**src/rtl/train_speed_ramp.sv**
```systemverilog
// Motor speed ramp: syncs the 1 kHz divider output, ramps speed one step per RAMP_MS ticks, drives PWM.
// Latency: clk_1khz rise -> ms_tick 3 cycles, step_tick -> speed 1 cycle, estop -> speed/pwm 0 in 1 cycle.
// Backpressure: none; free-running control loop, inputs are sampled every cycle.
module train_speed_ramp #(
  parameter int RAMP_MS      = 10,
  parameter int PWM_PRESCALE = 390
) (
  input  logic       clk_100mhz,
  input  logic       rst_n,
  input  logic       clk_1khz,
  input  logic [7:0] target_speed,
  input  logic       target_dir,
  input  logic       estop,
  output logic [7:0] speed,
  output logic       dir,
  output logic       pwm,
  output logic       at_target
);

  localparam int RW = (RAMP_MS > 1) ? $clog2(RAMP_MS) : 1;
  localparam int PW = (PWM_PRESCALE > 1) ? $clog2(PWM_PRESCALE) : 1;
  localparam logic [RW-1:0] RAMP_LAST = RW'(RAMP_MS - 1);
  localparam logic [PW-1:0] PRE_LAST  = PW'(PWM_PRESCALE - 1);

  typedef enum logic [2:0] {
    S_IDLE,
    S_ACCEL,
    S_DECEL,
    S_CRUISE,
    S_ESTOP
  } state_t;

  logic          sync_q1;
  logic          sync_q2;
  logic          edge_q;
  logic          ms_tick;
  logic [RW-1:0] ramp_cnt;
  logic          step_tick;
  logic [7:0]    eff;
  state_t        state_q;
  state_t        state_d;
  logic [7:0]    speed_d;
  logic          dir_d;
  logic [PW-1:0] pre_cnt;
  logic [7:0]    pwm_cnt;
  logic [7:0]    duty_reg;
  logic          pwm_wrap;

  // Synchronize the divider output and detect rising edges. The chain resets
  // high so a level that is already high after reset never looks like an edge.
  always_ff @(posedge clk_100mhz or negedge rst_n) begin
    if (!rst_n) begin
      sync_q1 <= 1'b1;
      sync_q2 <= 1'b1;
      edge_q  <= 1'b1;
      ms_tick <= 1'b0;
    end else begin
      sync_q1 <= clk_1khz;
      sync_q2 <= sync_q1;
      edge_q  <= sync_q2;
      ms_tick <= sync_q2 & ~edge_q;
    end
  end

  // Count millisecond ticks; held at zero while the emergency stop is active.
  always_ff @(posedge clk_100mhz or negedge rst_n) begin
    if (!rst_n) begin
      ramp_cnt <= '0;
    end else if (estop) begin
      ramp_cnt <= '0;
    end else if (ms_tick) begin
      if (ramp_cnt == RAMP_LAST) begin
        ramp_cnt <= '0;
      end else begin
        ramp_cnt <= ramp_cnt + 1'b1;
      end
    end
  end

  assign step_tick = ms_tick && (ramp_cnt == RAMP_LAST);

  // A pending reversal ramps toward zero first.
  assign eff = (target_dir != dir) ? 8'd0 : target_speed;

  // Ramp state, applied speed and direction registers.
  always_ff @(posedge clk_100mhz or negedge rst_n) begin
    if (!rst_n) begin
      state_q <= S_IDLE;
      speed   <= 8'd0;
      dir     <= 1'b0;
    end else begin
      state_q <= state_d;
      speed   <= speed_d;
      dir     <= dir_d;
    end
  end

  // Next-state and next-speed logic; estop overrides everything.
  always_comb begin
    state_d = state_q;
    speed_d = speed;
    dir_d   = dir;
    if (estop) begin
      state_d = S_ESTOP;
      speed_d = 8'd0;
    end else begin
      case (state_q)
        S_IDLE: begin
          if (target_dir != dir) begin
            dir_d = target_dir;
          end else if (eff != 8'd0) begin
            state_d = S_ACCEL;
          end
        end
        S_ACCEL: begin
          if (eff > speed) begin
            if (step_tick) speed_d = speed + 8'd1;
          end else if (eff < speed) begin
            state_d = S_DECEL;
          end else begin
            state_d = (speed == 8'd0) ? S_IDLE : S_CRUISE;
          end
        end
        S_DECEL: begin
          if (eff < speed) begin
            if (step_tick) speed_d = speed - 8'd1;
          end else if (eff > speed) begin
            state_d = S_ACCEL;
          end else begin
            state_d = (speed == 8'd0) ? S_IDLE : S_CRUISE;
          end
        end
        S_CRUISE: begin
          if (eff > speed) begin
            state_d = S_ACCEL;
          end else if (eff < speed) begin
            state_d = S_DECEL;
          end else if (speed == 8'd0) begin
            state_d = S_IDLE;
          end
        end
        S_ESTOP: begin
          state_d = S_IDLE;
        end
        default: begin
          state_d = S_IDLE;
        end
      endcase
    end
  end

  // Registered on-target flag.
  always_ff @(posedge clk_100mhz or negedge rst_n) begin
    if (!rst_n) begin
      at_target <= 1'b0;
    end else begin
      at_target <= (speed == target_speed) && (dir == target_dir);
    end
  end

  // PWM prescaler and 8-bit period counter.
  always_ff @(posedge clk_100mhz or negedge rst_n) begin
    if (!rst_n) begin
      pre_cnt <= '0;
      pwm_cnt <= 8'd0;
    end else if (pre_cnt == PRE_LAST) begin
      pre_cnt <= '0;
      pwm_cnt <= pwm_cnt + 8'd1;
    end else begin
      pre_cnt <= pre_cnt + 1'b1;
    end
  end

  assign pwm_wrap = (pre_cnt == PRE_LAST) && (pwm_cnt == 8'hFF);

  // Duty is only reloaded at a period boundary so a period never glitches.
  always_ff @(posedge clk_100mhz or negedge rst_n) begin
    if (!rst_n) begin
      duty_reg <= 8'd0;
    end else if (estop) begin
      duty_reg <= 8'd0;
    end else if (pwm_wrap) begin
      duty_reg <= speed;
    end
  end

  // Registered PWM compare, forced low during an emergency stop.
  always_ff @(posedge clk_100mhz or negedge rst_n) begin
    if (!rst_n) begin
      pwm <= 1'b0;
    end else if (estop) begin
      pwm <= 1'b0;
    end else begin
      pwm <= (pwm_cnt < duty_reg);
    end
  end

endmodule

```
**config.mk**
```make
export PLATFORM = sky130hd
export DESIGN_NAME = train_speed_ramp
export DESIGN_NICKNAME = d
export VERILOG_FILES = /design/src/rtl/train_speed_ramp.sv
export SDC_FILE = /design/constraint.sdc
export NUM_CORES = 1
export LEC_CHECK = 0
export ABC_AREA = 1
export BUFFER_PORTS_ARGS = -buffer_cell sky130_fd_sc_hd__buf_2
export CELL_PAD_IN_SITES_DETAIL_PLACEMENT = 1
export CELL_PAD_IN_SITES_GLOBAL_PLACEMENT = 2
export CORE_MARGIN = 2
export CORE_UTILIZATION = 27
export DETAILED_ROUTE_END_ITERATION = 7
export PLACE_DENSITY_LB_ADDON = 0.1
export SLEW_MARGIN = 20
export SYNTH_ARGS = -nofsm -noshare
export SYNTH_HDL_FRONTEND = slang
export SYNTH_SLANG_ARGS = --single-unit
```
**constraint.sdc**
```tcl
create_clock -name clk_100mhz -period 2.93 [get_ports clk_100mhz]
set_input_delay 0.586 -clock clk_100mhz [delete_from_list [all_inputs] [get_ports clk_100mhz]]
set_output_delay 0.586 -clock clk_100mhz [all_outputs]
set_load 0.01 [all_outputs]
```
---- Yosys cells after proc, flatten, opt, wreduce, memory -nomap -nowiden ----
Index checks and enable logic that the tools add are counted.
storage, ports and cells
  word-level logic and storage cells ...... 80
  input port bits ......................... 13
  bits in registers ....................... 47
cells by class
  mux-type cells .......................... 26
  $lt $le $gt $ge ......................... 3
  add/sub/neg operators ................... 5
  bitwise logic cells ..................... 3
  reductions and logical operators ........ 12
  eq/ne operators ......................... 18
operator list
  cell                 count
  $mux 8               8
  $mux 3               8
  $ne 3x3->1 const B   8
  $add 8x1->8 const B  2
  $lt 8x8->1           2
  $pmux 8 s2           1
  $mux 4               3
  $pmux 3 s4           1
  $reduce_and 5->1     2
  $add 9x1->9 const B  1
  $eq 9x9->1 const B   1
  $mux 9               1
  $eq 8x8->1           1
  $eq 8x8->1 const B   1
  $gt 8x8->1           1
  $logic_not 8->1      1
  $reduce_bool 8->1    1
  $sub 8x1->8 const B  1
  $eq 3x2->1 const B   2
  $mux 2               3
  $ne 5x5->1 const B   1
  $add 4x1->4 const B  1
  $eq 4x4->1 const B   1
  $reduce_bool 2->1    2
  10 further kinds     13

---- Logic depth before layout (Yosys ltp) ----
Gate-level depths: netlist (run 1).
  depth in word-level cells ............... 7
  depth in mapped cells ................... 17
  depth with buffers taken out ............ 17

---- Least setup slack after synthesis (run 1) ----
Ideal clock, no wire load.
  kind .................................... input to register
  start point ............................. input port target_dir
  end point ............................... register speed[4]
  data arrival time ....................... 2.173 ns
  setup time .............................. 0.120 ns
  setup slack ............................. 0.637 ns
  data required time ...................... 2.810 ns
  buffers on the path ..................... 1
  stages on the path ...................... 14
  path through ............................ xnor2_2 > inv_1 > nor2_1 > ha_1 > a21o_1 > nor2_4 > nand2_4 > nand2_2 > nand2_2 > nand3_2 > nand2_2 > buf_6 > nand2_1 > o21ai_2
between the ends
  longest elaborated chain between the ends .. 5
  elaborated cells on any way between the ends .. 7
  classes of those cells .................. order compare (2); eq/ne (3); mux (1); reduce/logical (1)
RTL lines
  what                                      line      RTL
  start, declared                           12        input logic target_dir,
  $ne 1x1->1 (*)                            83        assign eff = (target_dir != dir) ? 8'd0 : target_speed;
  $mux 8 (*)                                83
  $lt 8x8->1 or $gt 8x8->1 (tied branches)  125, 116
  $ne 3x3->1 (no source line)               n/a
  $reduce_and 5->1 (no source line) (*)     n/a
  end signal, assigned                      93        speed <= speed_d;
  end, declared                             14        output logic [7:0] speed,
Every way passes the cells marked *; elsewhere a longest branch is shown, timed or not.
A chain may end at the register's enable or synchronous reset.

---- Final worst setup path (run 1) ----
  start point ............................. register dir
  end point ............................... register speed[0]
between the ends
  longest elaborated chain between the ends .. 5
  elaborated cells on any way between the ends .. 7
  classes of those cells .................. order compare (2); eq/ne (3); mux (1); reduce/logical (1)
RTL lines
  what                                      line      RTL
  start, declared                           15        output logic dir,
  start signal, assigned                    94        dir <= dir_d;
  $ne 1x1->1 (*)                            83
  $mux 8 (*)                                83
  $lt 8x8->1 or $gt 8x8->1 (tied branches)  125, 116
  $ne 3x3->1 (no source line)               n/a
  $reduce_and 5->1 (no source line) (*)     n/a
Marks and branches as above.

==> impl_results.md, run 1 <==
* Status: completed
* Pwr per Cell Area at 671 nW/µm²
* Clock root cell: clkbuf_16
* WL/cell at 14.5 µm
* Overall power at 0.00241 W
* Cell variety after synth at 47
* Postcts setup bufs at 0
* Met3 usage at 2.29%
* Total CTS buffers at 5
* Reg with most FFs: pre_cnt
* Die span in x at 112 µm
* Peak supply drop at 0.000354 V
* Worst hold margin at 349 ps
* Area delta synth->final at 14.5%
* Ys Warns at 0
* Int Power at 0.00141 W
* Startpoint class of the critical path: flop
* Die H at 112 µm
* Post-route setup slack at 553 ps
* Core area at 11,400 µm²
* Gate power share at 41.2%
* Most frequent CP cell: nand2_1
* Sequential element share of the synthesized area at 37.6%
* Worst path max stage delay at 410 ps
* Clk buf depth at 2
* Post-synth ARST share at 100%
* Crit path required time at 3120 ps
* Ant diodes at 0
* Routability cong. at 0.758
* Hold WC Path Type: flop to flop
* Slew margin rel. at 57.5%
* Vias in the first global route at 2,809
* Vias at 2,574
* Pin slew with the least headroom to its limit at 637 ps
* DRT Pass-1 Iters at 4
* Max Cap Viol at 0
* Top cells by area, synth: dfrtp_1 (35%), ha_1 (10%), nand2_1 (9.0%), inv_1 (7.1%), nand3_1 (3.7%)
* Global-route usage over all layers at 14.5%
* IO buf count at 23
* Leak at 1.87 nW
* Yosys top cell area share at 35.1%
* RSZ-0062 raised after global routing: false
* Worst clock skew at 7.15 ps
* H-tree levels at 2
* Fin. Hold Viols at 0
* Final core utilization at 31.6%
* Sum Neg Setup Slack at 0 ps
* Global-route wire length before repair at 14,300 µm
* Cells after Synth at 385
* Largest net degree at the start of global routing at 48
* CTS Hold Buffers Added at 0
* M1 GR Usage at 17.9%
* ANT nets after route at 0
* Number of fill cells at 1,375
* DRT Wirelength at 8140 µm
* Average cell area after synthesis at 8.15 µm²
* Fmax at 421 MHz
* Detailed-route DRC error count at 0
* Mapped cell area at 3140 µm²
* Critical Path Sink Type: flop
* Peak fanout along the critical path at 12
* Final setup viols at 0
* Final Max Slew Viols at 0
* GRT met2 Usage at 25.3%
* Crit Path Class: flop to flop
* Io pins at 24
* Initial Util at 27.6%
* Crit path cell chain: xnor2_2, inv_1, nor2_1, ha_1, a21oi_2, nor2_2, nor2_4, nand3_2, nand2_1, nand3b_1, nand2_2, inv_2, nand2_1, nand2_1
* Core Rows at 39
* Sequential share of power at 33.0%
* Clock Sinks at 47
* Net Sw Power at 0.000997 W
* Synthesis-stage register bit count at 47
* Post-place setup slack at 236 ps
* Period utilization at 81.1%
* Post-layout nets at 456
* Clk pwr share at 25.8%
* Syn_nets at 425
* Detailed placement HPWL at 6310 µm
* Worst-path clk slew at 70 ps
* Most used flip-flop cell after synthesis: dfrtp_1
* Arr. time, crit path at 2570 ps
* Switching share of power at 41.4%
* First-iteration detailed-routing DRC count at 110
* Post-cts sizing count at 0
* Insertion delay to the later sink of the worst-skew pair at 300 ps
* Yosys top cell by area: dfrtp_1
* CP max-delay cell: dfrtp_1
* Max reg flops at 9
* Share of cells above drive strength 1 at 19.4%
* Number of synthesized flops with an enable pin at 0
* Initial antenna violation count at 0
* Min Tclk post-route at 2380 ps
* Die area at 12,500 µm²
* Grt ovf at 0
* CTS tree: built
* Top Usage Layer GRT: met2
* Via density at 4.60
path summary, 6_finish.rpt:
kind                       slack, ps               from  cells past startpoint                     end
setup / recovery                 550    dir$_DFFE_PN0P_                     14    speed[0]$_DFFE_PN0P_
hold / removal                   350  sync_q1$_DFF_PN1_                      0       sync_q2$_DFF_PN1_
setup reg to reg                 550    dir$_DFFE_PN0P_                     14    speed[0]$_DFFE_PN0P_
hold reg to reg                  350  sync_q1$_DFF_PN1_                      0       sync_q2$_DFF_PN1_
max in group asynchronous       2110              rst_n                      2  state_q[0]$_DFFE_PN0P_
min in group asynchronous        380              rst_n                      2  pwm_cnt[7]$_DFFE_PN0N_
synth_stat cells, types with 5 or more instances:
master / n
a21oi_1: 17
dfrtp_1: 44
ha_1: 26
inv_1: 59
inv_2: 7
nand2_1: 75
nand2_2: 7
nand3_1: 23
nand3_2: 6
nand4_1: 7
nor2_1: 29
nor3_1: 5
o21ai_0: 10
o21ai_1: 12
xor2_1: 10
per-layer routing:
metal,part of all wire (%),vias up
li1,-,1297
met1,47,1241
met2,48,26
met3,2.1,10
met4,2.0,0
met5,0,-
kinds of logic after synthesis:
logic type | share of synthesized area [%]
and+or+nand+nor | 28.0
xor gates and xnor gates | 4.42
adders and majority gates | 11.0
AOI/OAI and AO/OA | 9.69
buffers and inverters | 8.93
muxes | 0.359
DFF | 37.6
power by group through the flow:
stage          sequential [W]  clock, W  combinational (W)
5_1_grt              0.000809  0.000666            0.00115
6_report             0.000795  0.000622           0.000993
4_1_cts              0.000799  0.000646            0.00102
3_5_place_dp         0.000809         0            0.00101
2_1_floorplan        0.000810         0           0.000697
3_3_place_gp         0.000811         0            0.00100
stage by stage:
stage | cells | area (µm²)
2_1_floorplan | 385 | 3140
3_3_place_gp | 552 | 3440
3_5_place_dp | 552 | 3440
4_1_cts | 560 | 3600
5_1_grt | 560 | 3600
6_report | 560 | 3600
area by class of cell:
type | count | area [µm²] | share of cell area (%)
clock buffer | 6 | 139 | 3.86
clock inverter | 2 | 13.8 | 0.383
inverter | 67 | 253 | 7.03
multi-input combinational | 267 | 1680 | 46.7
sequential | 47 | 1180 | 32.8
tap | 143 | 179 | 4.98
timing repair buffer | 28 | 153 | 4.24
critical path, delay by kind of cell (launching register included):
kind                     cells  cell delay [ps]
flip-flops                   1              410
AND/OR/NAND/NOR              9              900
XOR/XNOR                     1              150
adder cells (fa/ha/maj)      1              310
buffers and inverters        2              300
AO/OA/AOI/OAI                1              180
cells in the final DEF, fill, tap and decap left out, types with 2 or more instances in the layout:
cell       instances
nor2_2             4
o21ai_0           10
buf_2             23
xor2_1            10
nor3b_1            2
buf_4              5
nand2_1           75
xnor2_1            4
nor2_1            29
dfrtp_1           44
o21ai_1           12
clkinv_2           2
nor2_4             3
nand2_4            2
nand3_1           23
dfstp_2            3
nand2_2            7
nand4_1            7
clkbuf_16          5
o21ai_2            3
a21o_1             2
a21oi_1           17
nand3_2            6
inv_1             59
o211ai_1           2
nor3_1             5
ha_1              26
inv_2              7
(Power assumes the default switching activity.)
==> run 2: changes to the inputs <==
- clock period: 2.93 -> 2.1 ns (I/O delays scaled with it)
==> run 2 against run 1 <==
Against the previous run:
- the run now ends with negative setup slack left
- global-route usage is 0.32 points higher
- power increased by 59%
- count of clock-buffer cells in the layout unchanged
- final area up 12%
- largest cell class unchanged
- fmax rose by 11%
- via count is 5.5% higher
- setup slack lost 590 ps
- register-to-register slack worse by 590 ps
- sequential power increased by 35%
==> impl_results.md, run 2 (synthesized netlist as in run 1, its figures left out) <==
* Largest net degree at the start of global routing at 28
* Arr. time, crit path at 2320 ps
* Pwr per Cell Area at 954 nW/µm²
* Fmax at 467 MHz
* Reg2reg setup slack at -40 ps
* Met3 usage at 2.83%
* Worst Reg-to-Reg Cells at 14
* Io pins at 24
* H-tree levels at 2
* Reg with most FFs: pre_cnt
* Total CTS buffers at 5
* Final core utilization at 35.4%
* Area delta synth->final at 28.4%
* Crit Path Class: flop to flop
* Clock Sinks at 47
* DRT Wirelength at 8480 µm
* Global-route wire length before repair at 14,700 µm
* Max reg flops at 9
* Initial Util at 27.6%
* Placed Area at 3760 µm²
* Clock root cell: clkbuf_16
* Leak at 2.09 nW
* Gate power share at 50.2%
* Cell Count, Final, Fillers Out at 603
* Sequential share of power at 27.9%
* Crit path cell chain: xnor2_2, inv_4, nor2_4, ha_4, a21o_1, nor2_4, nand2_4, nand2_2, nand2_2, buf_4, o21ai_1, nor2_1, nand2_1, nand2_1
* Worst-path clk slew at 70 ps
* Fin. Hold Viols at 0
* Final Max Slew Viols at 0
* CTS tree: built
* Startpoint class of the critical path: flop
* Share of cells above drive strength 1 at 29.3%
* ANT nets after route at 0
* Insertion delay to the later sink of the worst-skew pair at 300 ps
* Detailed-route DRC error count at 0
* Final Cell Area at 4030 µm²
* Clk buf depth at 2
* Core Rows at 39
* Int Power at 0.00233 W
* M1 GR Usage at 19.4%
* Initial antenna violation count at 0
* Die H at 112 µm
* Period utilization at 102%
* Placed insts at 593
* Critical path endpoint: state_q[0]$_DFFE_PN0P_
* CP max-delay cell: dfrtp_1
* DRT Pass-1 Iters at 4
* Crit path required time at 2280 ps
* Critical Path Sink Type: flop
* Top Usage Layer GRT: met2
* Crit path launch: dir$_DFFE_PN0P_
* Ant diodes at 0
* Post-route setup slack at -40.0 ps
* Failing checks: negative setup slack
* Min Tclk post-route at 2140 ps
* Vias in the first global route at 2,990
* Global-route usage over all layers at 14.8%
* Die area at 12,500 µm²
* Via density at 4.50
* Post-layout nets at 499
* Grt ovf at 0
* Pin slew with the least headroom to its limit at 516 ps
* GRT met2 Usage at 25.2%
* Most common cell after layout, fill and taps aside: nand2_1
* Core area at 11,400 µm²
* Switching share of power at 39.4%
* IO buf count at 23
* First-iteration detailed-routing DRC count at 62
* Worst path max stage delay at 410 ps
* Reg2reg start: dir$_DFFE_PN0P_
* Status: finished, violations left
* Peak supply drop at 0.000421 V
* Slew margin rel. at 65.6%
* Worst clock skew at 7.35 ps
* Final setup viols at 10
* Hold WC Path Type: primary input to asynchronous set/reset pin
* Net Sw Power at 0.00151 W
* Vias at 2,715
* Max Cap Viol at 0
* Routability cong. at 0.810
* Clk pwr share at 21.8%
* WL/cell at 14.1 µm
* Most frequent cells in the layout: nand2_1 (74), inv_1 (58), buf_4 (46)
* Die span in x at 112 µm
* Peak fanout along the critical path at 8
* Detailed placement HPWL at 6940 µm
* RSZ-0062 raised after global routing: true
* R2R Path End: state_q[0]$_DFFE_PN0P_
* Post-place setup slack at -324 ps
==> run 2: cell types whose count changed in the layout (fill, tap and decap cells not counted), moves of 2 or more <==
cell,delta
buf_4,+41
ha_1,-3
ha_4,+3
inv_4,+2
nor2_1,-5
nor2_4,+5
==> run 2: cell type report <==
class                   count  area [µm²]
multi-input cells         267        1770
repair buffers             71         492
inverters                  67         258
clock inverters             2        16.3
clock buffers               6         139
flip-flops and latches     47        1180
well taps                 143         179
fillers                  1379        7340
==> run 2: through the flow <==
step                hold WS (ps)  total power, W  setup TNS, ps
floorplan                    124         0.00211          -64.0
global placement             347         0.00286          -2560
detailed placement           348         0.00288          -2900
CTS                         98.7         0.00379           -858
global route                 110         0.00420          -2200
finish                      90.8         0.00384           -310
==> run 2: worst max-delay path, delay by kind of cell (launching register included) <==
family	cells	cell delay [ps]
adders and majority gates	1	210
buffers and inverters	2	270
and+or+nand+nor	8	630
AOI/OAI and AO/OA	2	290
xor gates and xnor gates	1	210
DFF	1	410
==> run 2: how the worst min path moves through the flow <==
stage	slack, ps	to	cells past startpoint	startpoint
6_report	90	pwm_cnt[6]$_DFFE_PN0N_	1	rst_n
5_1_grt	110	pwm_cnt[7]$_DFFE_PN0N_	1	rst_n
4_1_cts	100	pwm_cnt[7]$_DFFE_PN0N_	1	rst_n
3_5_place_dp	350	sync_q2$_DFF_PN1_	0	sync_q1$_DFF_PN1_
3_3_place_gp	350	sync_q2$_DFF_PN1_	0	sync_q1$_DFF_PN1_
2_1_floorplan	120	at_target$_DFF_PN0_	0	rst_n
==> run 2: power by group through the flow <==
stage / clock network [W] / registers (W) / logic (W)
6_report: 0.000840 / 0.00107 / 0.00193
5_1_grt: 0.000921 / 0.00109 / 0.00219
4_1_cts: 0.000887 / 0.00108 / 0.00182
3_5_place_dp: 0 / 0.00109 / 0.00179
3_3_place_gp: 0 / 0.00109 / 0.00177
2_1_floorplan: 0 / 0.00113 / 0.000976
==> run 2: what timing repair did <==
action | 4_1_cts | 5_1_grt
gates cloned | 0 | 0
hold buffers | 0 | 0
setup endpoints to repair | 10 | 10
gates resized for setup | 5 | 14
setup buffers | 1 | 1
pin swaps | 1 | 7
==> run 2: routing by layer <==
metal / part of all wire [%] / wire, µm
met4: 1.5 / 125
met5: 0 / 0
met2: 47 / 4020
met1: 49 / 4180
met3: 1.8 / 149
